===== src/rtl/asa_noc_pkg.sv =====
// rtl/asa_noc_pkg.sv - shared constants, header layout and host FSM states for the ASA NoC host
package asa_noc_pkg;

  localparam logic [7:0] ASA_PKT_REQ  = 8'h01;
  localparam logic [7:0] ASA_PKT_RESP = 8'h02;

  localparam int HDR_TYPE_LSB = 24;
  localparam int HDR_CNT_LSB  = 16;
  localparam int HDR_SRC_LSB  = 8;
  localparam int HDR_DST_LSB  = 0;

  typedef enum logic [2:0] {
    ST_IDLE,
    ST_TX_HDR,
    ST_TX_DATA,
    ST_RX_HDR,
    ST_RX_DATA,
    ST_DRAIN,
    ST_RESP
  } host_state_t;

  function automatic logic [7:0] sat_inc8(input logic [7:0] v);
    return (v == 8'hFF) ? v : v + 8'd1;
  endfunction

endpackage


===== src/rtl/asa_noc_hdr.sv =====
// rtl/asa_noc_hdr.sv - packs the outbound request header and qualifies an inbound response header
module asa_noc_hdr
  import asa_noc_pkg::*;
#(
  parameter int XY_SZ      = 3,
  parameter int REQ_WORDS  = 3,
  parameter int RESP_WORDS = 2
) (
  input  logic [2*XY_SZ-1:0] own_id,
  input  logic [2*XY_SZ-1:0] req_dest,
  input  logic [2*XY_SZ-1:0] exp_src,
  input  logic [31:0]        rx_hdr,
  output logic [31:0]        tx_hdr,
  output logic               hdr_ok
);

  always_comb begin
    tx_hdr = '0;
    tx_hdr[HDR_TYPE_LSB +: 8] = ASA_PKT_REQ;
    tx_hdr[HDR_CNT_LSB  +: 8] = 8'(REQ_WORDS);
    tx_hdr[HDR_SRC_LSB  +: 8] = 8'(own_id);
    tx_hdr[HDR_DST_LSB  +: 8] = 8'(req_dest);
  end

  // The response must come back from the tile we addressed and be aimed at us.
  assign hdr_ok = (rx_hdr[HDR_TYPE_LSB +: 8] == ASA_PKT_RESP)
               && (rx_hdr[HDR_CNT_LSB  +: 8] == 8'(RESP_WORDS))
               && (rx_hdr[HDR_SRC_LSB  +: 8] == 8'(exp_src))
               && (rx_hdr[HDR_DST_LSB  +: 8] == 8'(own_id));

endmodule


===== src/rtl/asa_noc_host.sv =====
// rtl/asa_noc_host.sv - host initiator: serialises one ASA request to the NoC and returns the matching response
module asa_noc_host
  import asa_noc_pkg::*;
#(
  parameter int XY_SZ      = 3,
  parameter int REQ_WORDS  = 3,
  parameter int RESP_WORDS = 2
) (
  input  logic                    clk_ctrl,
  input  logic                    clk_ctrl_rst_low,
  input  logic [2*XY_SZ-1:0]      HsrcId,
  input  logic [2*XY_SZ-1:0]      dest_id,
  input  logic                    req_val,
  output logic                    req_rdy,
  input  logic [32*REQ_WORDS-1:0] req_msg,
  output logic                    resp_val,
  input  logic                    resp_rdy,
  output logic [32*RESP_WORDS-1:0] resp_msg,
  output logic [7:0]              err_cnt,
  output logic                    stream_out_TVALID,
  output logic [31:0]             stream_out_TDATA,
  output logic [3:0]              stream_out_TKEEP,
  output logic                    stream_out_TLAST,
  input  logic                    stream_out_TREADY,
  input  logic                    stream_in_TVALID,
  input  logic [31:0]             stream_in_TDATA,
  input  logic [3:0]              stream_in_TKEEP,
  input  logic                    stream_in_TLAST,
  output logic                    stream_in_TREADY
);

  localparam logic [7:0] REQ_LAST  = 8'(REQ_WORDS - 1);
  localparam logic [7:0] RESP_LAST = 8'(RESP_WORDS - 1);

  host_state_t              state;
  logic [7:0]               cnt;
  logic [32*REQ_WORDS-1:0]  req_q;
  logic [2*XY_SZ-1:0]       dst_q;
  logic [32*RESP_WORDS-1:0] rx_buf;
  logic [32*RESP_WORDS-1:0] rx_merged;
  logic [31:0]              tx_hdr;
  logic                     hdr_ok;
  logic                     unused_tkeep;

  assign stream_out_TKEEP = 4'hF;
  assign unused_tkeep     = ^stream_in_TKEEP;

  asa_noc_hdr #(
    .XY_SZ      (XY_SZ),
    .REQ_WORDS  (REQ_WORDS),
    .RESP_WORDS (RESP_WORDS)
  ) u_hdr (
    .own_id   (HsrcId),
    .req_dest (dest_id),
    .exp_src  (dst_q),
    .rx_hdr   (stream_in_TDATA),
    .tx_hdr   (tx_hdr),
    .hdr_ok   (hdr_ok)
  );

  // Response words land in rx_buf and only reach resp_msg once the whole packet is good.
  always_comb begin
    rx_merged = rx_buf;
    rx_merged[32*cnt +: 32] = stream_in_TDATA;
  end

  always_ff @(posedge clk_ctrl or negedge clk_ctrl_rst_low) begin
    if (!clk_ctrl_rst_low) begin
      state             <= ST_IDLE;
      cnt               <= '0;
      req_q             <= '0;
      dst_q             <= '0;
      rx_buf            <= '0;
      req_rdy           <= 1'b1;
      resp_val          <= 1'b0;
      resp_msg          <= '0;
      err_cnt           <= '0;
      stream_out_TVALID <= 1'b0;
      stream_out_TDATA  <= '0;
      stream_out_TLAST  <= 1'b0;
      stream_in_TREADY  <= 1'b0;
    end else begin
      case (state)
        ST_IDLE: begin
          if (req_val) begin
            req_q             <= req_msg;
            dst_q             <= dest_id;
            req_rdy           <= 1'b0;
            stream_out_TVALID <= 1'b1;
            stream_out_TDATA  <= tx_hdr;
            stream_out_TLAST  <= 1'b0;
            state             <= ST_TX_HDR;
          end
        end
        ST_TX_HDR: begin
          if (stream_out_TREADY) begin
            cnt              <= '0;
            stream_out_TDATA <= req_q[31:0];
            stream_out_TLAST <= (REQ_LAST == 8'd0);
            state            <= ST_TX_DATA;
          end
        end
        ST_TX_DATA: begin
          if (stream_out_TREADY) begin
            if (cnt == REQ_LAST) begin
              stream_out_TVALID <= 1'b0;
              stream_out_TDATA  <= '0;
              stream_out_TLAST  <= 1'b0;
              stream_in_TREADY  <= 1'b1;
              state             <= ST_RX_HDR;
            end else begin
              cnt              <= cnt + 8'd1;
              stream_out_TDATA <= req_q[32*(cnt + 8'd1) +: 32];
              stream_out_TLAST <= ((cnt + 8'd1) == REQ_LAST);
            end
          end
        end
        ST_RX_HDR: begin
          if (stream_in_TVALID) begin
            if (hdr_ok && !stream_in_TLAST) begin
              cnt   <= '0;
              state <= ST_RX_DATA;
            end else begin
              err_cnt <= sat_inc8(err_cnt);
              if (!stream_in_TLAST) state <= ST_DRAIN;
            end
          end
        end
        ST_RX_DATA: begin
          if (stream_in_TVALID) begin
            rx_buf <= rx_merged;
            if (stream_in_TLAST && cnt == RESP_LAST) begin
              resp_msg         <= rx_merged;
              resp_val         <= 1'b1;
              stream_in_TREADY <= 1'b0;
              state            <= ST_RESP;
            end else if (stream_in_TLAST) begin
              err_cnt <= sat_inc8(err_cnt);
              state   <= ST_RX_HDR;
            end else if (cnt == RESP_LAST) begin
              err_cnt <= sat_inc8(err_cnt);
              state   <= ST_DRAIN;
            end else begin
              cnt <= cnt + 8'd1;
            end
          end
        end
        ST_DRAIN: begin
          if (stream_in_TVALID && stream_in_TLAST) state <= ST_RX_HDR;
        end
        ST_RESP: begin
          if (resp_rdy) begin
            resp_val <= 1'b0;
            req_rdy  <= 1'b1;
            state    <= ST_IDLE;
          end
        end
        default: begin
          state <= ST_IDLE;
        end
      endcase
    end
  end

endmodule


===== config.mk =====
export PLATFORM = sky130hd
export DESIGN_NAME = asa_noc_host
export DESIGN_NICKNAME = d
export VERILOG_FILES = /design/src/rtl/asa_noc_pkg.sv /design/src/rtl/asa_noc_hdr.sv /design/src/rtl/asa_noc_host.sv
export SDC_FILE = /design/constraint.sdc
export NUM_CORES = 1
export LEC_CHECK = 0
export ABC_AREA = 1
export BUFFER_PORTS_ARGS = -buffer_cell sky130_fd_sc_hd__buf_2
export CORE_MARGIN = 10
export CORE_UTILIZATION = 51
export CTS_CLUSTER_DIAMETER = 50
export CTS_CLUSTER_SIZE = 30
export DETAILED_ROUTE_END_ITERATION = 10
export HOLD_SLACK_MARGIN = 0.08
export PLACE_DENSITY = 0.73
export SLEW_MARGIN = 20
export SYNTH_ARGS = -nofsm -noshare
export SYNTH_HDL_FRONTEND = slang
export SYNTH_HIERARCHICAL = 1
export SYNTH_SLANG_ARGS = --single-unit

===== constraint.sdc =====
create_clock -name clk_ctrl -period 2.35 [get_ports clk_ctrl]
set_clock_uncertainty 0.05 [all_clocks]
set_input_delay 0.705 -clock clk_ctrl [delete_from_list [all_inputs] [get_ports clk_ctrl]]
set_output_delay 0.705 -clock clk_ctrl [all_outputs]
set_load 0.05 [all_outputs]

==> results of run 1 <==
cell usage in the layout (no fill, tap or decap), types with 3 or more instances in the layout:
| cell type | count |
|---|---|
| nand2_1 | 703 |
| dfrtp_1 | 284 |
| buf_2 | 254 |
| inv_1 | 127 |
| nand3_1 | 92 |
| nand2_2 | 79 |
| buf_4 | 75 |
| o21ai_0 | 52 |
| nand2_4 | 44 |
| nand4_1 | 36 |
| a21oi_1 | 36 |
| clkbuf_16 | 35 |
| a31oi_1 | 33 |
| a221oi_1 | 32 |
| nor2_1 | 31 |
| nand3_2 | 29 |
| conb_1 | 24 |
| buf_12 | 24 |
| inv_2 | 17 |
| o211ai_1 | 17 |
| o2111ai_1 | 15 |
| o21ai_1 | 13 |
| xor2_1 | 12 |
| nor3_1 | 10 |
| nor2_2 | 8 |
| nor2_4 | 6 |
| clkinvlp_4 | 6 |
| ha_1 | 6 |
| inv_8 | 4 |
| bufinv_16 | 4 |
| buf_6 | 4 |
| clkinv_4 | 3 |
| clkinv_2 | 3 |
| inv_6 | 3 |
timing repair:
action / in CTS / in global routing
hold buffers: 1 / 0
buffers inserted: 1 / 5
pin swaps: 1 / 51
endpoints found under the setup margin: 30 / 140
resized for setup: 1 / 227
endpoints found under the hold margin: 17 / 0
cloned: 0 / 6
area by class of cell:
class | count | area, um^2
inverter | 147 | 562
tap | 378 | 473
clock inverter | 23 | 295
sequential | 286 | 7160
antenna | 2 | 5.00
timing repair buffer | 363 | 2480
multi-input combinational | 1288 | 6520
fill | 2226 | 9330
clock buffer | 33 | 803
worst max-delay path, cell delays in order (launching register included):
cell and delay (ns):
dfrtp_1 0.39, nor2_2 0.15, nand3_2 0.11, nor2_2 0.10, ha_1 0.25, inv_2 0.06, nand3_2 0.08, nor2_2 0.11
nor2_2 0.06, nor2_4 0.12, buf_12 0.16, nand2_8 0.11, buf_12 0.18, nand2_2 0.07, nand2_2 0.07, nand2_2 0.09
nand2_1 0.06
registers in the layout, summed over array words and instances (netlist names):
register	count
resp_msg	64
dst_q	6
stream_in_TREADY	1
resp_val	1
req_q	96
cnt	8
state	3
stream_out_TDATA	32
stream_out_TVALID	1
stream_out_TLAST	1
rx_buf	64
req_rdy	1
err_cnt	8
worst paths after layout:
kind	slack (ns)	to
max in group asynchronous	1.09	req_q[18]
hold reg to reg	0.41	resp_msg[29]
setup reg to reg	0.02	resp_msg[11]
hold / removal	0.28	req_q[16]
setup / recovery	0.02	resp_msg[11]
min in group asynchronous	0.57	stream_out_TLAST
stage by stage:
| step | utilization, % | cells | hold slack (ns) | setup WS, ns |
|---|---|---|---|---|
| 6_report | 66.2 | 2520 | 0.284 | 0.0214 |
| 5_1_grt | 66.2 | 2520 | 0.279 | -0.0967 |
| 3_3_place_gp | 58.7 | 2449 | 0.408 | -0.320 |
| 4_1_cts | 62.8 | 2507 | 0.268 | -0.00436 |
| 2_1_floorplan | - | 1865 | 0.359 | 0.0984 |
| 3_5_place_dp | 58.7 | 2449 | 0.409 | -0.333 |
kinds of logic after synthesis:
family | synth area share [%]
AND/OR/NAND/NOR | 29.7
XOR/XNOR | 0.740
AO/OA/AOI/OAI | 8.99
adder cells (fa/ha/maj) | 0.528
other | 0.0792
buffers and inverters | 9.54
flip-flops | 50.4
per-layer routing:
metal / global-route usage [%] / up-vias / routed length [um] / share of wire [%]
li1: - / 6410 / - / -
met1: 30.0 / 6528 / 17700 / 39
met2: 38.3 / 696 / 21200 / 47
met3: 5.56 / 132 / 4030 / 9.0
met4: 10.3 / 2 / 2060 / 4.6
met5: 0 / - / 12 / 0.027
power by group through the flow:
stage	Combinational, mW	Clock (mW)	Sequential [mW]
6_report	14.2	5.17	7.80
2_1_floorplan	6.54	0	9.34
4_1_cts	11.6	5.24	7.65
5_1_grt	15.4	5.44	7.95
3_5_place_dp	11.4	0	7.70
3_3_place_gp	11.1	0	7.66
==> flow_summary.yaml, run 1 <==
synthesis:
  yosysWarnings: 6
  synthFlopType: "dfrtp_1"
  netlist.area_leader.share_pct: 50.2
  yosysUniqueCellTypes: 33
  syn_inst: 1844
  synth_seq_cells: 286
  synth_most_common_cell: "nand2_1"
  syn_area_um2: 14200
  synth-edff-count: 0
  synth_area_leaders: "dfrtp_1 (50%), nand2_1 (22%), nand3_1 (4.2%), inv_1 (3.4%), buf_4 (2.3%)"
  synthTopCellsByCount: "nand2_1 (826), dfrtp_1 (285), inv_1 (130)"
  async_reset_ff_share_pct: 100
  synth_top_cell_by_area: "dfrtp_1"
  synth-seq-area-share_pct: 50.4
  avgSynthCellArea_um2: 7.71
cts:
  clock-sinks: 286
  htree_levels: 1
  numCtsBuffers: 31
  clk_latency_ns: 0.56
  clockBufferDepth: 3
  path_clk_slew_ns: 0.07
  cts-root-buf: "clkbuf_16"
  cts_tree: "done"
global_route:
  grt_max_degree: 65
  overflow: 0
  grtUsageTotal_pct: 23.7
  grt_pass1_vias: 13400
  grt_antenna_before_repair: 3
  grt_first_pass_wirelength_mm: 69.0
floorplan:
  die_area_um2: 34900
  start_util_pct: 51.4
  dieHeight_um: 187
  ios: 264
  die_w_um: 187
  num_rows: 61
  fp.coreArea_um2: 27600
sta:
  slew-limit-headroom_pct: 60.6
  fin_crit_sh_pct: 99.1
  setup_tns_ns: 0
  setup_viol: 0
  min_period_ns: 2.33
  tightest_slew_ns: 0.590
  final_hold_viol_count: 0
  slew_violations: 0
  fmax_mhz: 429
  rsz0062_at_grt: "yes"
hold_path:
  holdPathStages: 3
  hold_start: "req_msg[16]"
  hp-class: "input pin to flop"
route:
  viasPerCell: 5.46
  wl_per_cell_um: 17.9
  ant_nets: 0
  dr.pass1.iters: 9
  dr_total_vias: 13800
  route.detailed.drc: 0
  routed_wl_mm: 45.0
  drt_first_iter_violations: 1544
worst_setup_path:
  cp_data_arrival_time_ns: 2.73
  reg2reg_from: "cnt[4]"
  r2r_cells: 16
  worst_setup_path_end_kind: "flop"
  cp_max_fo: 8
  cp-startpoint: "cnt[4]"
  critPathLaunchType: "flop"
  required_ns: 2.75
  worst-setup-path-type: "flop to flop"
pwr:
  p_clk_share_pct: 19.0
  power_density_nw_per_um2: 1490
  power_mw: 27.2
  swShare_pct: 46.6
  p_int_mw: 14.5
  leakagePower_nw: 9.75
  worst_ir_drop_vdd_v: 0.000942
  seq_power_share_pct: 28.6
  p_sw_mw: 12.7
  combPwrFrac_pct: 52.4
placement:
  gp_congestion: 0.907
  io_buffers: 255
  dp_hpwl_mm: 30.5
  placed_area_um2: 16200
run:
  cap_violations: 0
layout:
  fin_nets: 2274
  area_growth_pct: 28.8
  drive_gt1_share_pct: 28.5
  design_area_um2: 18300
status:
  outcome: "complete, no violations"
Note: power is estimated with default switching activity, not from simulation.
==> run 2: changes to the inputs <==
--- a/config.mk
+++ b/config.mk
@@ -19,3 +19,2 @@
 export SYNTH_HDL_FRONTEND = slang
-export SYNTH_HIERARCHICAL = 1
 export SYNTH_SLANG_ARGS = --single-unit
==> constraint.sdc (replaced) <==
create_clock -name clk_ctrl -period 2.35 [get_ports clk_ctrl]
set_clock_uncertainty 0.05 [all_clocks]
set_input_delay 0.3525 -clock clk_ctrl [delete_from_list [all_inputs] [get_ports clk_ctrl]]
set_output_delay 0.3525 -clock clk_ctrl [all_outputs]
set_load 0.05 [all_outputs]
==> run 2 against run 1 <==
  * The run now ends with setup timing left
  * Final cell count up 3.2%
  * Area after synthesis is 0.38% lower
  * Design area increased by 3.0%
  * Fmax fell by 5.0%
  * Largest cell class unchanged
  * Critical path type unchanged
==> flow_summary.yaml, run 2 <==
status:
  outcome: "complete, but fails checks"
  violations: "setup timing"
cts:
  clockBufferDepth: 3
  cts_tree: "done"
  path_clk_slew_ns: 0.06
  cts-root-buf: "clkbuf_16"
  numCtsBuffers: 31
  htree_levels: 1
  clock-sinks: 286
  clk_latency_ns: 0.58
layout:
  final_cell_mix: "nand2_1 (660), dfrtp_1 (285), buf_2 (254), inv_1 (151), nand3_1 (145)"
  top_register: "req_q"
  largest_reg_flops: 96
  fin_nets: 2355
  drive_gt1_share_pct: 22.7
  area_growth_pct: 33.2
  reg_top3: "req_q: 96 flops, resp_msg: 64 flops, rx_buf: 64 flops"
  design_area_um2: 18800
  layout_commonest_cell: "nand2_1"
global_route:
  grt_max_degree: 143
  grt_first_pass_wirelength_mm: 74.6
  grtUsageTotal_pct: 25.5
  grt_pass1_vias: 13800
  grt_antenna_before_repair: 6
  overflow: 0
sta:
  slew_violations: 0
  setup_viol: 126
  setup_tns_ns: -5.63
  slew-limit-headroom_pct: 47.2
  final_hold_viol_count: 0
  fin_crit_sh_pct: 104
  fmax_mhz: 408
  rsz0062_at_grt: "yes"
  fin_ws_ns: -0.102
  min_period_ns: 2.45
  tightest_slew_ns: 0.792
route:
  viasPerCell: 5.46
  routed_wl_mm: 46.8
  dr.pass1.iters: 6
  dr_total_vias: 14200
  route.detailed.drc: 0
  drt_first_iter_violations: 1561
  wl_per_cell_um: 18.0
  ant_nets: 0
floorplan:
  num_rows: 60
  die_area_um2: 34800
  start_util_pct: 52.2
  ios: 264
  die_w_um: 187
  fp.coreArea_um2: 27100
  dieHeight_um: 187
synthesis:
  netlist.area_leader.share_pct: 50.4
  synth-edff-count: 0
  synth-seq-area-share_pct: 50.6
  async_reset_ff_share_pct: 100
  synth_area_leaders: "dfrtp_1 (50%), nand2_1 (19%), nand3_1 (5.7%), inv_1 (4.1%), nand4_1 (3.4%)"
  yosysUniqueCellTypes: 41
  yosysWarnings: 0
  synthTopCellsByCount: "nand2_1 (711), dfrtp_1 (285), nand3_1 (160)"
  synth_seq_cells: 286
  synthFlopType: "dfrtp_1"
  synth_most_common_cell: "nand2_1"
  synth_top_cell_by_area: "dfrtp_1"
  avgSynthCellArea_um2: 7.71
  syn_inst: 1835
  syn_area_um2: 14200
pwr:
  swShare_pct: 44.6
  p_sw_mw: 11.0
  p_clk_share_pct: 21.8
  leakagePower_nw: 10.1
  power_mw: 24.6
  seq_power_share_pct: 29.1
  p_int_mw: 13.7
  power_density_nw_per_um2: 1310
  worst_ir_drop_vdd_v: 0.000845
  combPwrFrac_pct: 49.0
placement:
  io_buffers: 255
  gp_congestion: 0.868
  placed_area_um2: 16000
  dp_hpwl_mm: 29.0
  post-place-ws_ns: -0.145
worst_setup_path:
  required_ns: 2.81
  timing.rr.end: "resp_msg[53]"
  critPathLaunchType: "flop"
  r2r_cells: 17
  worst-setup-path-type: "flop to flop"
  worst_setup_path_end_kind: "flop"
  crit_end: "resp_msg[53]"
  ff2ff_setup_slack_ns: -0.10
  cp_data_arrival_time_ns: 2.91
  cp_max_fo: 16
  reg2reg_from: "cnt[1]"
  cp-startpoint: "cnt[1]"
hold_path:
  holdPathStages: 3
  hp-class: "input pin to flop"
run:
  cap_violations: 0
## run 2: cell types whose count changed after synthesis, moves of 9 or more
cell,delta
o2111ai_1,-14
a211oi_1,+19
a31oi_1,-33
nand3_1,+40
inv_1,+25
buf_2,-16
buf_4,-19
o21ai_0,+13
o22ai_1,+9
nor2_1,+56
nand4_1,+42
a221oi_1,-32
nand2_1,-115
## run 2: cells by family (layout without fill, tap and decap cells)
group	after synthesis	in the layout	share of synthesized area, %
AND/OR/NAND/NOR	1088	1088	32.7
flip-flops	286	286	50.6
buffers and inverters	273	658	8.35
AO/OA/AOI/OAI	164	164	6.76
XOR/XNOR	17	17	1.05
adder cells (fa/ha/maj)	6	6	0.530
other	1	10	0.0265
## run 2: worst min path at each step
stage / start / end / slack [ns]
6_report: dest_id[3] / dst_q[3] / 0.09
5_1_grt: dest_id[3] / dst_q[3] / 0.13
4_1_cts: dest_id[1] / dst_q[1] / 0.08
3_5_place_dp: clk_ctrl_rst_low / resp_msg[57] / 0.30
3_3_place_gp: clk_ctrl_rst_low / resp_msg[57] / 0.30
2_1_floorplan: clk_ctrl_rst_low / cnt[0] / 0.007
## run 2: power by group through the flow
stage / clock, mW / combinational (mW) / sequential [mW]
2_1_floorplan: 0 / 6.13 / 8.28
3_3_place_gp: 0 / 9.63 / 7.15
3_5_place_dp: 0 / 9.85 / 7.20
4_1_cts: 5.43 / 11.0 / 7.13
5_1_grt: 5.65 / 13.1 / 7.30
6_report: 5.38 / 12.1 / 7.18
## run 2: through the flow
stage	cells	util (%)	hold WS, ns
after detailed placement	2419	59.2	0.300
after floorplan	1838	-	0.00691
after global routing	2599	69.5	0.127
final	2601	69.6	0.0939
after global placement	2419	59.2	0.303
after CTS	2587	68.1	0.0844
## run 2: repair_timing
action | CTS | global route
resized for setup | 20 | 82
hold endpoints to repair | 163 | 0
hold buffers | 102 | 0
setup endpoints to repair | 128 | 136
cloned | 4 | 4
pin swaps | 41 | 17
buffers inserted | 4 | 5
## run 2: layout make-up
| class | count | area, um^2 |
|---|---|---|
| clock inverter | 26 | 354 |
| timing repair buffer | 435 | 3300 |
| fill | 2031 | 8250 |
| antenna | 6 | 15.0 |
| multi-input combinational | 1279 | 6150 |
| tap | 372 | 465 |
| clock buffer | 32 | 790 |
| sequential | 286 | 7160 |
| inverter | 165 | 624 |
## run 2: worst max-delay path, cell delays in order (launching register included)
cell,delay (ns)
dfrtp_1,0.40
nor2_4,0.12
nand2_2,0.07
nor4_2,0.13
ha_1,0.16
inv_2,0.04
or2_4,0.21
nor2_1,0.10
nand3_1,0.09
nand2_1,0.08
nand2_2,0.06
nor2_4,0.12
buf_4,0.14
nand3_4,0.12
buf_16,0.22
nand2_1,0.10
nand3_1,0.09
nand2_1,0.07
## run 2: metal layers
layer	wire [um]	global-route usage, %
met5	13	0
met4	1210	6.79
met3	4450	6.11
met2	22000	40.9
met1	19200	33.9
